--- src/rtl/ieee754_pkg.sv ---
// Shared IEEE-754 single-precision field definitions, FSM states and input classes
// for the float-to-fixed converter.
package ieee754_pkg;

    localparam int unsigned EXP_BIAS = 127;
    localparam int unsigned EXP_W    = 8;
    localparam int unsigned MAN_W    = 23;
    localparam logic [7:0]  EXP_SPECIAL = 8'hFF;
    // Shift distances never exceed 40 (int_len+fra_len-24) or 23, so 7 bits is ample.
    localparam int unsigned CNT_W    = 7;

    typedef struct packed {
        logic             sign;
        logic [EXP_W-1:0] exp;
        logic [MAN_W-1:0] man;
    } ieee_single_t;

    typedef enum logic [1:0] {
        IDLE,
        SHIFT,
        DONE
    } state_e;

    typedef enum logic [2:0] {
        CLS_ZERO,
        CLS_SPECIAL,
        CLS_OVF,
        CLS_UNF,
        CLS_NORMAL
    } class_e;

endpackage

--- src/rtl/ieee_classify.sv ---
// Combinational decode of an IEEE-754 single into a conversion class, plus the
// alignment shift distance and direction for the normal class.
module ieee_classify
    import ieee754_pkg::*;
#(
    parameter int unsigned int_len = 16,
    parameter int unsigned fra_len = 16
) (
    input  ieee_single_t     ieee_i,
    output class_e           cls_o,
    output logic [CNT_W-1:0] cnt_o,
    output logic             left_o
);

    localparam int unsigned SW = 10;

    logic signed [SW-1:0] e_c;
    logic signed [SW-1:0] s_c;
    logic signed [SW-1:0] abs_c;

    // e is the unbiased exponent; s is the shift that puts the hidden 1 at weight 2^e.
    always_comb begin
        e_c    = $signed({2'b00, ieee_i.exp}) - $signed(SW'(EXP_BIAS));
        s_c    = e_c - $signed(SW'(MAN_W)) + $signed(SW'(fra_len));
        abs_c  = s_c[SW-1] ? -s_c : s_c;
        left_o = ~s_c[SW-1];
        cnt_o  = CNT_W'(abs_c);

        if (ieee_i.exp == '0) begin
            cls_o = CLS_ZERO;
        end else if (ieee_i.exp == EXP_SPECIAL) begin
            cls_o = CLS_SPECIAL;
        end else if (e_c >= $signed(SW'(int_len))) begin
            cls_o = CLS_OVF;
        end else if (e_c < -$signed(SW'(fra_len))) begin
            cls_o = CLS_UNF;
        end else begin
            cls_o = CLS_NORMAL;
        end
    end

endmodule

--- src/rtl/ieee_to_fixed_converter.sv ---
// IEEE-754 single to unsigned fixed-point magnitude plus sign, aligned by a
// 1-bit-per-cycle shifter behind valid/ready handshakes.
module ieee_to_fixed_converter
    import ieee754_pkg::*;
#(
    parameter int unsigned int_len = 16,
    parameter int unsigned fra_len = 16
) (
    input  logic               clk,
    input  logic               rst,
    input  logic               in_valid,
    output logic               in_ready,
    input  logic [31:0]        ieee_val,
    output logic               out_valid,
    input  logic               out_ready,
    output logic [int_len-1:0] o_integer,
    output logic [fra_len-1:0] o_fraction,
    output logic               sign_flag,
    output logic               overflow,
    output logic               inexact,
    output logic               nan_flag
);

    localparam int unsigned OW = int_len + fra_len;
    localparam int unsigned WW = (OW > 24) ? OW : 24;

    ieee_single_t     in_c;
    class_e           cls_c;
    logic [CNT_W-1:0] cls_cnt_c;
    logic             cls_left_c;

    assign in_c = ieee_single_t'(ieee_val);

    ieee_classify #(
        .int_len (int_len),
        .fra_len (fra_len)
    ) u_classify (
        .ieee_i (in_c),
        .cls_o  (cls_c),
        .cnt_o  (cls_cnt_c),
        .left_o (cls_left_c)
    );

    state_e           state_q, state_d;
    logic [WW-1:0]    w_q, w_d;
    logic [CNT_W-1:0] cnt_q, cnt_d;
    logic             left_q, left_d;
    logic             sticky_q, sticky_d;
    logic             sign_q, sign_d;
    logic [OW-1:0]    res_q, res_d;
    logic             sgn_out_q, sgn_out_d;
    logic             ovf_q, ovf_d;
    logic             inx_q, inx_d;
    logic             nan_q, nan_d;
    logic             in_ready_q, out_valid_q;

    logic [OW-1:0]    nres_c;
    logic             novf_c, ninx_c, nnan_c, use_w_c;

    always_comb begin
        state_d   = state_q;
        w_d       = w_q;
        cnt_d     = cnt_q;
        left_d    = left_q;
        sticky_d  = sticky_q;
        sign_d    = sign_q;
        res_d     = res_q;
        sgn_out_d = sgn_out_q;
        ovf_d     = ovf_q;
        inx_d     = inx_q;
        nan_d     = nan_q;
        nres_c    = '0;
        novf_c    = 1'b0;
        ninx_c    = 1'b0;
        nnan_c    = 1'b0;
        use_w_c   = 1'b0;

        unique case (state_q)
            IDLE: begin
                if (in_valid) begin
                    sign_d  = in_c.sign;
                    state_d = DONE;
                    unique case (cls_c)
                        CLS_ZERO: ninx_c = |in_c.man;
                        CLS_SPECIAL: begin
                            nres_c = '1;
                            novf_c = 1'b1;
                            nnan_c = |in_c.man;
                        end
                        CLS_OVF: begin
                            nres_c = '1;
                            novf_c = 1'b1;
                        end
                        CLS_UNF: ninx_c = 1'b1;
                        default: begin
                            w_d      = WW'({1'b1, in_c.man});
                            cnt_d    = cls_cnt_c;
                            left_d   = cls_left_c;
                            sticky_d = 1'b0;
                            use_w_c  = 1'b1;
                            if (cls_cnt_c != '0) begin
                                state_d = SHIFT;
                            end
                        end
                    endcase
                end
            end
            SHIFT: begin
                // Right shifts fold the dropped bit into the sticky inexact flag.
                w_d      = left_q ? {w_q[WW-2:0], 1'b0} : {1'b0, w_q[WW-1:1]};
                sticky_d = left_q ? sticky_q : (sticky_q | w_q[0]);
                cnt_d    = cnt_q - CNT_W'(1);
                use_w_c  = 1'b1;
                if (cnt_q == CNT_W'(1)) begin
                    state_d = DONE;
                end
            end
            DONE: begin
                if (out_ready) begin
                    state_d = IDLE;
                end
            end
            default: state_d = IDLE;
        endcase

        if (use_w_c) begin
            nres_c = w_d[OW-1:0];
            ninx_c = sticky_d;
        end

        // Result registers change only on the edge that enters DONE.
        if (state_q != DONE && state_d == DONE) begin
            res_d     = nres_c;
            sgn_out_d = sign_d;
            ovf_d     = novf_c;
            inx_d     = ninx_c;
            nan_d     = nnan_c;
        end
    end

    always_ff @(posedge clk or posedge rst) begin
        if (rst) begin
            state_q     <= IDLE;
            w_q         <= '0;
            cnt_q       <= '0;
            left_q      <= 1'b0;
            sticky_q    <= 1'b0;
            sign_q      <= 1'b0;
            res_q       <= '0;
            sgn_out_q   <= 1'b0;
            ovf_q       <= 1'b0;
            inx_q       <= 1'b0;
            nan_q       <= 1'b0;
            in_ready_q  <= 1'b1;
            out_valid_q <= 1'b0;
        end else begin
            state_q     <= state_d;
            w_q         <= w_d;
            cnt_q       <= cnt_d;
            left_q      <= left_d;
            sticky_q    <= sticky_d;
            sign_q      <= sign_d;
            res_q       <= res_d;
            sgn_out_q   <= sgn_out_d;
            ovf_q       <= ovf_d;
            inx_q       <= inx_d;
            nan_q       <= nan_d;
            in_ready_q  <= (state_d == IDLE);
            out_valid_q <= (state_d == DONE);
        end
    end

    assign in_ready  = in_ready_q;
    assign out_valid = out_valid_q;
    assign o_integer = res_q[OW-1:fra_len];
    assign sign_flag = sgn_out_q;
    assign overflow  = ovf_q;
    assign inexact   = inx_q;
    assign nan_flag  = nan_q;

    generate
        if (fra_len > 0) begin : g_frac
            assign o_fraction = res_q[fra_len-1:0];
        end else begin : g_no_frac
            assign o_fraction = '0;
        end
    endgenerate

endmodule

--- config.mk ---
export PLATFORM = sky130hd
export DESIGN_NAME = ieee_to_fixed_converter
export DESIGN_NICKNAME = d
export VERILOG_FILES = /design/src/rtl/ieee754_pkg.sv /design/src/rtl/ieee_classify.sv /design/src/rtl/ieee_to_fixed_converter.sv
export SDC_FILE = /design/constraint.sdc
export NUM_CORES = 1
export LEC_CHECK = 0
export CORE_ASPECT_RATIO = 0.7
export CORE_MARGIN = 4
export CORE_UTILIZATION = 56
export DETAILED_ROUTE_END_ITERATION = 6
export GPL_TIMING_DRIVEN = 0
export PLACE_DENSITY = 0.89
export REMOVE_ABC_BUFFERS = 1
export SLEW_MARGIN = 10
export SYNTH_ARGS = -nofsm -noshare
export SYNTH_HDL_FRONTEND = slang
export SYNTH_SLANG_ARGS = --single-unit
--- constraint.sdc ---
create_clock -name clk -period 2.95 [get_ports clk]
set_input_delay 0.59 -clock clk [delete_from_list [all_inputs] [get_ports clk]]
set_output_delay 0.59 -clock clk [all_outputs]
set_load 0.005 [all_outputs]
==> results of run 1 <==
[power breakdown]
group / leakage, nW / internal (mW) / switching [mW]
Sequential: 1.02 / 1.63 / 0.589
Combinational: 1.64 / 1.91 / 1.48
Clock: 0.157 / 0.745 / 0.465
[what timing repair did]
| item | in CTS | in global routing |
|---|---|---|
| buffers inserted | 10 | 15 |
| hold buffers | 0 | 0 |
| endpoints found under the setup margin | 80 | 35 |
| gates resized for setup | 51 | 34 |
| cloned | 1 | 1 |
| pin swaps | 5 | 8 |
[routing by layer]
metal / vias up / GRT usage (%)
met5: - / 0
met4: 0 / 6.43
met3: 70 / 6.89
met2: 383 / 42.3
met1: 2370 / 38.7
li1: 2067 / -
[final cells by class]
class / count / area, µm² / area share [%]
repair buffers: 103 / 1060 / 15.7
clock inverters: 6 / 87.6 / 1.30
inverters: 17 / 70.1 / 1.04
well taps: 124 / 155 / 2.31
clock buffers: 10 / 229 / 3.41
multi-input cells: 368 / 3060 / 45.5
repair inverters: 1 / 5.00 / 0.0745
flip-flops and latches: 82 / 2060 / 30.6
[flip-flops by register name, indices dropped and copies added (netlist names)]
signal,flops
sign_q,1
out_valid,1
left_q,1
w_q,32
cnt_q,7
in_ready,1
res_q,32
state_q,2
sign_flag,1
inexact,1
overflow,1
nan_flag,1
sticky_q,1
[through the flow]
step | hold slack [ns] | instances | util, %
global placement | 0.458 | 664 | 64.3
detailed placement | 0.463 | 670 | 65.9
finish | 0.478 | 711 | 73.8
floorplan | 0.441 | 467 | -
global route | 0.498 | 711 | 73.8
CTS | 0.480 | 697 | 71.7
[cell usage after synthesis (all sizes together) (3+ instances only)]
cell type / number / area share (%)
dfrtp: 81 / 39
o21ba: 17 / 3.2
nor4: 7 / 1.1
nor3: 9 / 0.95
a211oi: 6 / 0.86
clkbuf: 22 / 2.2
o21ai: 31 / 3.1
o31a: 3 / 0.50
buf: 13 / 2.6
o221a: 6 / 1.3
o31ai: 3 / 0.43
nor2: 24 / 1.7
a21oi: 15 / 1.4
inv: 17 / 1.2
a21o: 4 / 0.59
xor2: 5 / 0.83
or3: 3 / 0.36
mux2i: 21 / 4.1
nand3: 13 / 1.2
nand2: 39 / 2.8
nand2b: 4 / 0.48
o22a: 23 / 3.8
a211o: 5 / 0.83
o22ai: 17 / 2.0
ha: 6 / 1.4
mux2: 43 / 11
xnor2: 5 / 0.83
a221o: 18 / 3.4
o211ai: 3 / 0.43
and2: 5 / 0.62
and3: 3 / 0.38
[worst paths after layout]
check	cells after the start	startpoint	end
worst max-delay path	12	ieee_val[24]	res_q[2]$_DFFE_PP0P_
worst min-delay path	1	overflow$_DFFE_PP0P_	overflow$_DFFE_PP0P_
worst max register to register	8	state_q[1]$_DFF_PP0_	res_q[23]$_DFFE_PP0P_
worst min register to register	1	overflow$_DFFE_PP0P_	overflow$_DFFE_PP0P_
max in group asynchronous	3	rst	in_ready$_DFF_PP1_
min in group asynchronous	2	rst	res_q[23]$_DFFE_PP0P_
[worst max-delay path, cell delays in order]
cell and delay (ns):
buf_12 0.11, ha_4 0.17, buf_6 0.13, and2_1 0.24, a21o_1 0.21, a31oi_1 0.24, xor2_1 0.35, mux2i_2 0.17
o31a_4 0.42, buf_12 0.17, buf_12 0.15, mux2_4 0.29
[cells by family (layout without fill, tap and decap cells)]
kind of cell / after synthesis / after routing
AO/OA/AOI/OAI: 168 / 168
multiplexers: 64 / 64
XOR/XNOR: 10 / 10
adder cells (fa/ha/maj): 6 / 6
flip-flops: 82 / 82
buffers and inverters: 56 / 137
AND/OR/NAND/NOR: 120 / 120
==> results.py, run 1 <==
metrics = {
    "synthesis": {
        "synthXorXnorAreaFrac_pct": 1.66,
        "synthesis.area_um2": 5260,
        "synthMuxAreaShare_pct": 14.8,
        "synthAdderAreaFrac_pct": 1.43,
        "synth_cell_types": 71,
        "synthArstFlopShare_pct": 100,
        "synth_seq_cells": 82,
        "synth_simple_gate_area_share_pct": 11.6,
        "synthCells": 506,
        "synth_ff_type": "dfrtp_1",
        "synth-edff-count": 0,
        "syn_avg_cell_area_um2": 10.4,
        "synth_top_family_by_area": "compound AO/OA/AOI/OAI gates",
        "synth_compound_area_share_pct": 24.9,
        "yosys_warnings": 0,
        "yosysSeqAreaShare_pct": 39.0,
    },
    "sta": {
        "clock_skew_ns": 0.00905,
        "setup_viol": 10,
        "max_clock_freq_mhz": 331,
        "max_slew_margin_pct": 39.9,
        "worst_slack_ns": -0.0755,
        "rsz0062_at_grt": "yes",
        "fin_crit_sh_pct": 103,
        "worstMarginPinSlew_ns": 0.902,
        "fin_crit_ns": 3.03,
        "final-hold-violation-count": 0,
        "maxSlewViolCount": 0,
        "final.setup.tns_ns": -0.483,
    },
    "final_layout": {
        "drive_above_1_share_pct": 27.1,
        "final_cell_area_um2": 6720,
        "fin_nets": 624,
        "areaGrowthSynthToFinish_pct": 27.6,
        "final_cell_mix": "dfrtp_1 (79), clkdlybuf4s50_1 (65), nand2_1 (36), o21ai_0 (28)",
        "fillers": 556,
        "diodes": 0,
        "layout_commonest_cell": "dfrtp_1",
    },
    "worst_hold_path": {
        "hold_class": "register to register",
    },
    "drt": {
        "drtIter0Drc": 659,
        "wl_mm": 16.1,
        "drc": 0,
        "viasPerCell": 6.88,
        "wl_met2_mm": 7.38,
        "drt_pass1_iterations": 7,
        "vias": 4890,
        "route.met3.wl_mm": 1.68,
        "detail-route-antenna-nets": 0,
        "wire_per_inst_um": 22.6,
        "dr.max_layer_used": "met4",
        "wl_met1_mm": 6.54,
    },
    "job": {
        "drv_cap": 0,
    },
    "global_route": {
        "grt_pass1_vias": 4544,
        "antenna_found_initial": 0,
        "grt_pass1_wl_mm": 23.8,
        "grt_overflow": 0,
        "grt_usage_pct": 27.2,
        "grt_max_degree": 66,
    },
    "clocking": {
        "cts_made_buffers": 9,
        "clockBufferDepth": 2,
        "cts_tree": "yes",
        "clock_sinks": 82,
        "path_clk_slew_ns": 0.06,
        "root_buffer": "clkbuf_16",
        "ctsHtreeMaxLevel": 3,
        "worstSkewPairLatency_ns": 0.34,
    },
    "power_and_ir_drop": {
        "power.density_nw_per_um2": 1010,
        "p_leak_nw": 2.82,
        "report.power.total_mw": 6.82,
        "peakVddDrop_mv": 0.632,
    },
    "place": {
        "dpl-instance-area_um2": 6000,
        "place_ws_ns": -1.65,
        "numPortBuffers": 73,
        "place_congestion": 0.888,
        "hpwl_mm": 9.23,
    },
    "setup_path": {
        "arrival_ns": 3.25,
        "path_class": "input port to register",
        "r2r_setup_slack_ns": 0.07,
        "required_ns": 3.17,
        "endpoint_kind": "register",
        "crit_fanout": 8,
        "start_kind": "input port",
    },
    "floorplanning": {
        "pin_count": 74,
        "dieArea_um2": 11000,
        "initial_core_util_pct": 57.8,
        "die_x_um": 124,
        "die_height_um": 89.1,
        "rows": 29,
        "coreArea_um2": 9110,
    },
    "status": {
        "violations": "setup timing",
        "outcome": "complete, but fails checks",
    },
}
No activity file was read; power rests on OpenSTA's default activity.
==> inputs of run 2 (changes only) <==
- CORE_UTILIZATION: 56 -> 64
- DONT_BUFFER_PORTS: unset -> 1
- PLACE_DENSITY: 0.89 -> 0.87
==> run 2 against run 1 <==
Effect of this change:
- the flow now finishes without violations
- critical path type unchanged
- critical endpoint is now res_q[12]$_DFFE_PP0P_
- register-to-register slack improved by 0.07 ns
- fmax is 4.9% higher
- routed wire length down 11%
- combinational power decreased by 19%
==> results.py, run 2 (synthesis results as in run 1) <==
metrics = {
    "sta": {
        "rsz0062_at_grt": "no",
        "final.setup.tns_ns": 0,
        "worstMarginPinSlew_ns": 0.895,
        "fin_crit_ns": 2.89,
        "maxSlewViolCount": 0,
        "timing.hold.ws_ns": 0.112,
        "fin_crit_sh_pct": 97.8,
        "max_slew_margin_pct": 40.2,
        "setup_viol": 0,
        "max_clock_freq_mhz": 347,
        "clock_skew_ns": 0.00735,
        "final-hold-violation-count": 0,
    },
    "clocking": {
        "clockBufferDepth": 2,
        "cts_tree": "yes",
        "path_clk_slew_ns": 0.06,
        "clock_sinks": 82,
        "cts_hold_buffers": 0,
        "ctsHtreeMaxLevel": 3,
        "cts_made_buffers": 9,
        "worstSkewPairLatency_ns": 0.34,
        "root_buffer": "clkbuf_16",
    },
    "power_and_ir_drop": {
        "report.power.total_mw": 6.20,
        "comb_power_share_pct": 44.5,
        "swShare_pct": 37.7,
        "peakVddDrop_mv": 0.781,
        "sequentialPowerShare_pct": 36.3,
        "clockPowerShare_pct": 19.2,
        "power.density_nw_per_um2": 1080,
        "switchingPower_mw": 2.34,
        "p_int_mw": 3.86,
        "p_leak_nw": 2.42,
    },
    "global_route": {
        "grt.met2_usage_pct": 42.7,
        "grt_max_degree": 57,
        "antenna_found_initial": 0,
        "use_met3_pct": 10.4,
        "use_met1_pct": 40.1,
        "grt_pass1_vias": 4312,
        "grt_overflow": 0,
        "grt_pass1_wl_mm": 22.6,
        "grt.busiest_layer": "met2",
        "grt_usage_pct": 29.2,
    },
    "final_layout": {
        "areaGrowthSynthToFinish_pct": 8.75,
        "final_cell_mix": "dfrtp_1 (79), nand2_1 (37), o21ai_0 (28), nor2_1 (23), o22a_1 (23)",
        "fin_nets": 532,
        "layout_commonest_cell": "dfrtp_1",
        "diodes": 0,
        "top_regs": "res_q x32, w_q x32, cnt_q x7",
        "stdcell_count": 596,
        "fillers": 507,
        "drive_above_1_share_pct": 25.7,
        "multi_input_area_um2": 2990,
        "regArea_um2": 2060,
        "final_cell_area_um2": 5720,
    },
    "setup_path": {
        "required_ns": 3.17,
        "arrival_ns": 3.11,
        "reg2reg_depth": 8,
        "crit_fanout": 16,
        "start_kind": "input port",
        "endpoint_kind": "register",
        "path_class": "input port to register",
    },
    "drt": {
        "viasPerCell": 7.39,
        "drt_pass1_iterations": 5,
        "drtIter0Drc": 564,
        "wl_mm": 14.2,
        "drc": 0,
        "detail-route-antenna-nets": 0,
        "wire_per_inst_um": 23.8,
        "vias": 4406,
    },
    "worst_hold_path": {
        "hold_class": "input port to async pin",
    },
    "job": {
        "drv_cap": 0,
    },
    "status": {
        "outcome": "complete, no violations",
    },
    "floorplanning": {
        "initial_core_util_pct": 66.3,
        "coreArea_um2": 7940,
        "die_x_um": 116,
        "dieArea_um2": 9760,
        "pin_count": 74,
        "rows": 27,
        "die_height_um": 83.9,
    },
    "place": {
        "dp_cells": 575,
        "place_congestion": 0.901,
        "numPortBuffers": 0,
        "hpwl_mm": 8.89,
        "dpl-instance-area_um2": 5250,
    },
}
-- run 2: layout make-up --
| type | instances | share of cell area, % |
|---|---|---|
| timing repair inverter | 1 | 0.0874 |
| inverter | 17 | 1.22 |
| clock buffer | 11 | 4.07 |
| clock inverter | 5 | 1.40 |
| multi-input combinational | 369 | 52.2 |
| timing repair buffer | 10 | 2.91 |
| tap | 101 | 2.21 |
| sequential | 82 | 35.9 |
-- run 2: what timing repair did --
action,in CTS,in global routing
gates cloned,1,1
resized for setup,9,12
pin swaps,3,0
setup endpoints to repair,65,54
setup buffers,3,0
-- run 2: worst paths after layout --
path	end	slack, ns	start
setup reg to reg	res_q[14]$_DFFE_PP0P_	0.14	state_q[1]$_DFF_PP0_
hold reg to reg	sign_q$_DFF_PP0_	0.49	sign_q$_DFF_PP0_
max in group asynchronous	in_ready$_DFF_PP1_	2.18	rst
setup / recovery	res_q[12]$_DFFE_PP0P_	0.06	ieee_val[23]
min in group clk	sign_q$_DFF_PP0_	0.41	ieee_val[31]
hold / removal	res_q[18]$_DFFE_PP0P_	0.11	rst
-- run 2: layer usage --
metal	wire length [µm]	vias to the layer above
met5	0	-
met3	1680	53
met2	6350	312
met1	5790	2154
met4	385	0
li1	-	1887
-- run 2: critical path, stage by stage --
cell	delay (ns)
inv_1	0.07
ha_1	0.34
or2b_2	0.35
o21ai_2	0.18
nand3_1	0.10
a211o_1	0.31
and2_1	0.25
o31a_4	0.39
buf_16	0.17
mux2_4	0.32
-- run 2: power by group through the flow --
| stage | sequential [mW] | clock, mW | combinational, mW |
|---|---|---|---|
| 5_1_grt | 2.32 | 1.25 | 2.97 |
| 2_1_floorplan | 2.04 | 0 | 2.07 |
| 3_5_place_dp | 2.22 | 0 | 2.56 |
| 3_3_place_gp | 2.19 | 0 | 2.37 |
| 4_1_cts | 2.22 | 1.19 | 2.68 |
| 6_report | 2.25 | 1.19 | 2.76 |
-- run 2: metrics by stage --
stage | setup WS [ns] | util (%)
after floorplan | -1.11 | -
after global placement | -1.86 | 64.3
after detailed placement | -0.907 | 66.2
after CTS | 0.0397 | 71.2
after global routing | 0.00451 | 72.1
final | 0.0648 | 72.1
==> inputs of run 3 (changes only) <==
- CAP_MARGIN: unset -> 20
- CORE_MARGIN: 4 -> unset
- CTS_CLUSTER_DIAMETER: unset -> 100
==> run 3 against run 2 <==
Effect of this change:
- core utilization up 1.1 points
- combinational power increased by 4%
- critical path depth unchanged
- count of clock-buffer cells in the layout is 1 higher
- clock skew increased by 0.0036 ns
- fmax fell by 0.46%
- total power is 2.0% higher
- non-clock buffer count is 8 higher
- critical path type unchanged
- largest cell class unchanged
==> results.py, run 3 (synthesis results as in run 1) <==
metrics = {
    "final_layout": {
        "final_cell_mix": "dfrtp_1 (79), nand2_1 (37), o21ai_0 (28), nor2_1 (23), o22a_1 (23)",
        "layout_commonest_cell": "dfrtp_1",
        "top_regs": "res_q x32, w_q x32, cnt_q x7",
        "drive_above_1_share_pct": 26.6,
        "fin_nets": 540,
        "diodes": 0,
        "areaGrowthSynthToFinish_pct": 9.94,
        "fillers": 524,
    },
    "sta": {
        "setup_viol": 0,
        "final.setup.tns_ns": 0,
        "worstMarginPinSlew_ns": 0.868,
        "fin_crit_ns": 2.90,
        "fin_crit_sh_pct": 98.3,
        "maxSlewViolCount": 0,
        "max_slew_margin_pct": 42.1,
        "worst_slack_ns": 0.0516,
        "final-hold-violation-count": 0,
        "max_clock_freq_mhz": 345,
        "clock_skew_ns": 0.0109,
    },
    "drt": {
        "detail-route-antenna-nets": 0,
        "vias": 4463,
        "wire_per_inst_um": 24.1,
        "wl_mm": 14.6,
        "drt_pass1_iterations": 6,
        "drtIter0Drc": 533,
        "drc": 0,
        "viasPerCell": 7.39,
    },
    "global_route": {
        "use_met3_pct": 11.6,
        "grt.met2_usage_pct": 49.9,
        "grt_pass1_vias": 4215,
        "grt.busiest_layer": "met2",
        "grt_max_degree": 46,
        "grt_pass1_wl_mm": 22.2,
        "antenna_found_initial": 0,
        "grt_overflow": 0,
        "use_met1_pct": 47.6,
        "grt_usage_pct": 34.2,
    },
    "setup_path": {
        "endpoint_kind": "register",
        "reg2reg_depth": 8,
        "r2r-end": "res_q[1]$_DFFE_PP0P_",
        "r2r_start": "state_q[1]$_DFF_PP0_",
        "path_class": "input port to register",
        "r2r_setup_slack_ns": 0.10,
        "arrival_ns": 3.12,
        "crit_fanout": 17,
        "required_ns": 3.17,
        "start_kind": "input port",
    },
    "place": {
        "hpwl_mm": 8.83,
        "numPortBuffers": 0,
        "place_ws_ns": -0.917,
        "place_congestion": 0.884,
    },
    "floorplanning": {
        "initial_core_util_pct": 66.6,
        "rows": 27,
        "die_height_um": 77.9,
        "die_x_um": 110,
        "dieArea_um2": 8600,
        "coreArea_um2": 7910,
        "pin_count": 74,
    },
    "clocking": {
        "clockBufferDepth": 2,
        "worstSkewPairLatency_ns": 0.34,
        "ctsHtreeMaxLevel": 3,
        "cts_made_buffers": 9,
        "root_buffer": "clkbuf_16",
        "path_clk_slew_ns": 0.06,
        "cts_tree": "yes",
        "cts_hold_buffers": 0,
        "clock_sinks": 82,
    },
    "job": {
        "drv_cap": 0,
    },
    "power_and_ir_drop": {
        "p_leak_nw": 2.46,
        "peakVddDrop_mv": 0.766,
        "power.density_nw_per_um2": 1090,
    },
    "status": {
        "outcome": "complete, no violations",
    },
    "worst_hold_path": {
        "hold_class": "input port to async pin",
    },
}
run 3: cell type report:
cell class / instances / area (µm²) / area share [%]
sequential: 82 / 2060 / 35.5
inverter: 17 / 70.1 / 1.21
clock inverter: 4 / 76.3 / 1.32
multi-input combinational: 369 / 2980 / 51.6
timing repair inverter: 1 / 5.00 / 0.0865
tap: 101 / 126 / 2.18
clock buffer: 12 / 246 / 4.26
timing repair buffer: 18 / 223 / 3.85
run 3: what timing repair did:
item | 4_1_cts | 5_1_grt
resized for setup | 11 | 11
endpoints found under the hold margin | 0 | 0
gates cloned | 1 | 1
buffers inserted | 4 | 7
setup endpoints to repair | 66 | 48
pin swaps | 3 | 3
run 3: per-stage QoR:
step / power (mW) / std cells / instance area (µm²) / utilization (%) / hold slack [ns]
after floorplan: 4.11 / 467 / 4970 / - / 0.441
after global placement: 4.56 / 568 / 5100 / 64.5 / 0.456
after detailed placement: 4.78 / 575 / 5250 / 66.4 / 0.478
after CTS: 6.14 / 596 / 5670 / 71.7 / 0.193
after global routing: 6.61 / 604 / 5790 / 73.2 / 0.234
final: 6.32 / 604 / 5790 / 73.2 / 0.179
run 3: how the worst max path moves through the flow:
stage,startpoint,end,slack [ns],cells past startpoint
6_report,ieee_val[23],res_q[23]$_DFFE_PP0P_,0.05,10
5_1_grt,ieee_val[23],res_q[14]$_DFFE_PP0P_,-0.005,10
4_1_cts,ieee_val[23],res_q[29]$_DFFE_PP0P_,0.03,11
3_5_place_dp,ieee_val[24],res_q[29]$_DFFE_PP0P_,-0.92,9
3_3_place_gp,ieee_val[24],res_q[0]$_DFFE_PP0P_,-1.81,8
2_1_floorplan,ieee_val[24],res_q[0]$_DFFE_PP0P_,-1.11,8
run 3: critical path, stage by stage:
cell and delay [ns]:
inv_1 0.07, ha_1 0.36, or2b_2 0.36, o21ai_2 0.18
nand3_1 0.11, a211o_1 0.31, and2_2 0.28, o31a_4 0.38
buf_16 0.17, mux2_4 0.30
run 3: power by group:
part           internal, mW  switching [mW]  total (mW)
clock network         0.766           0.439        1.21
registers              1.64           0.621        2.26
logic                  1.52            1.34        2.86
run 3: per-layer routing:
metal | vias to the layer above | routed length [µm]
li1 | 1897 | -
met4 | 0 | 549
met3 | 62 | 1640
met5 | - | 0
met1 | 2174 | 5880
met2 | 330 | 6490
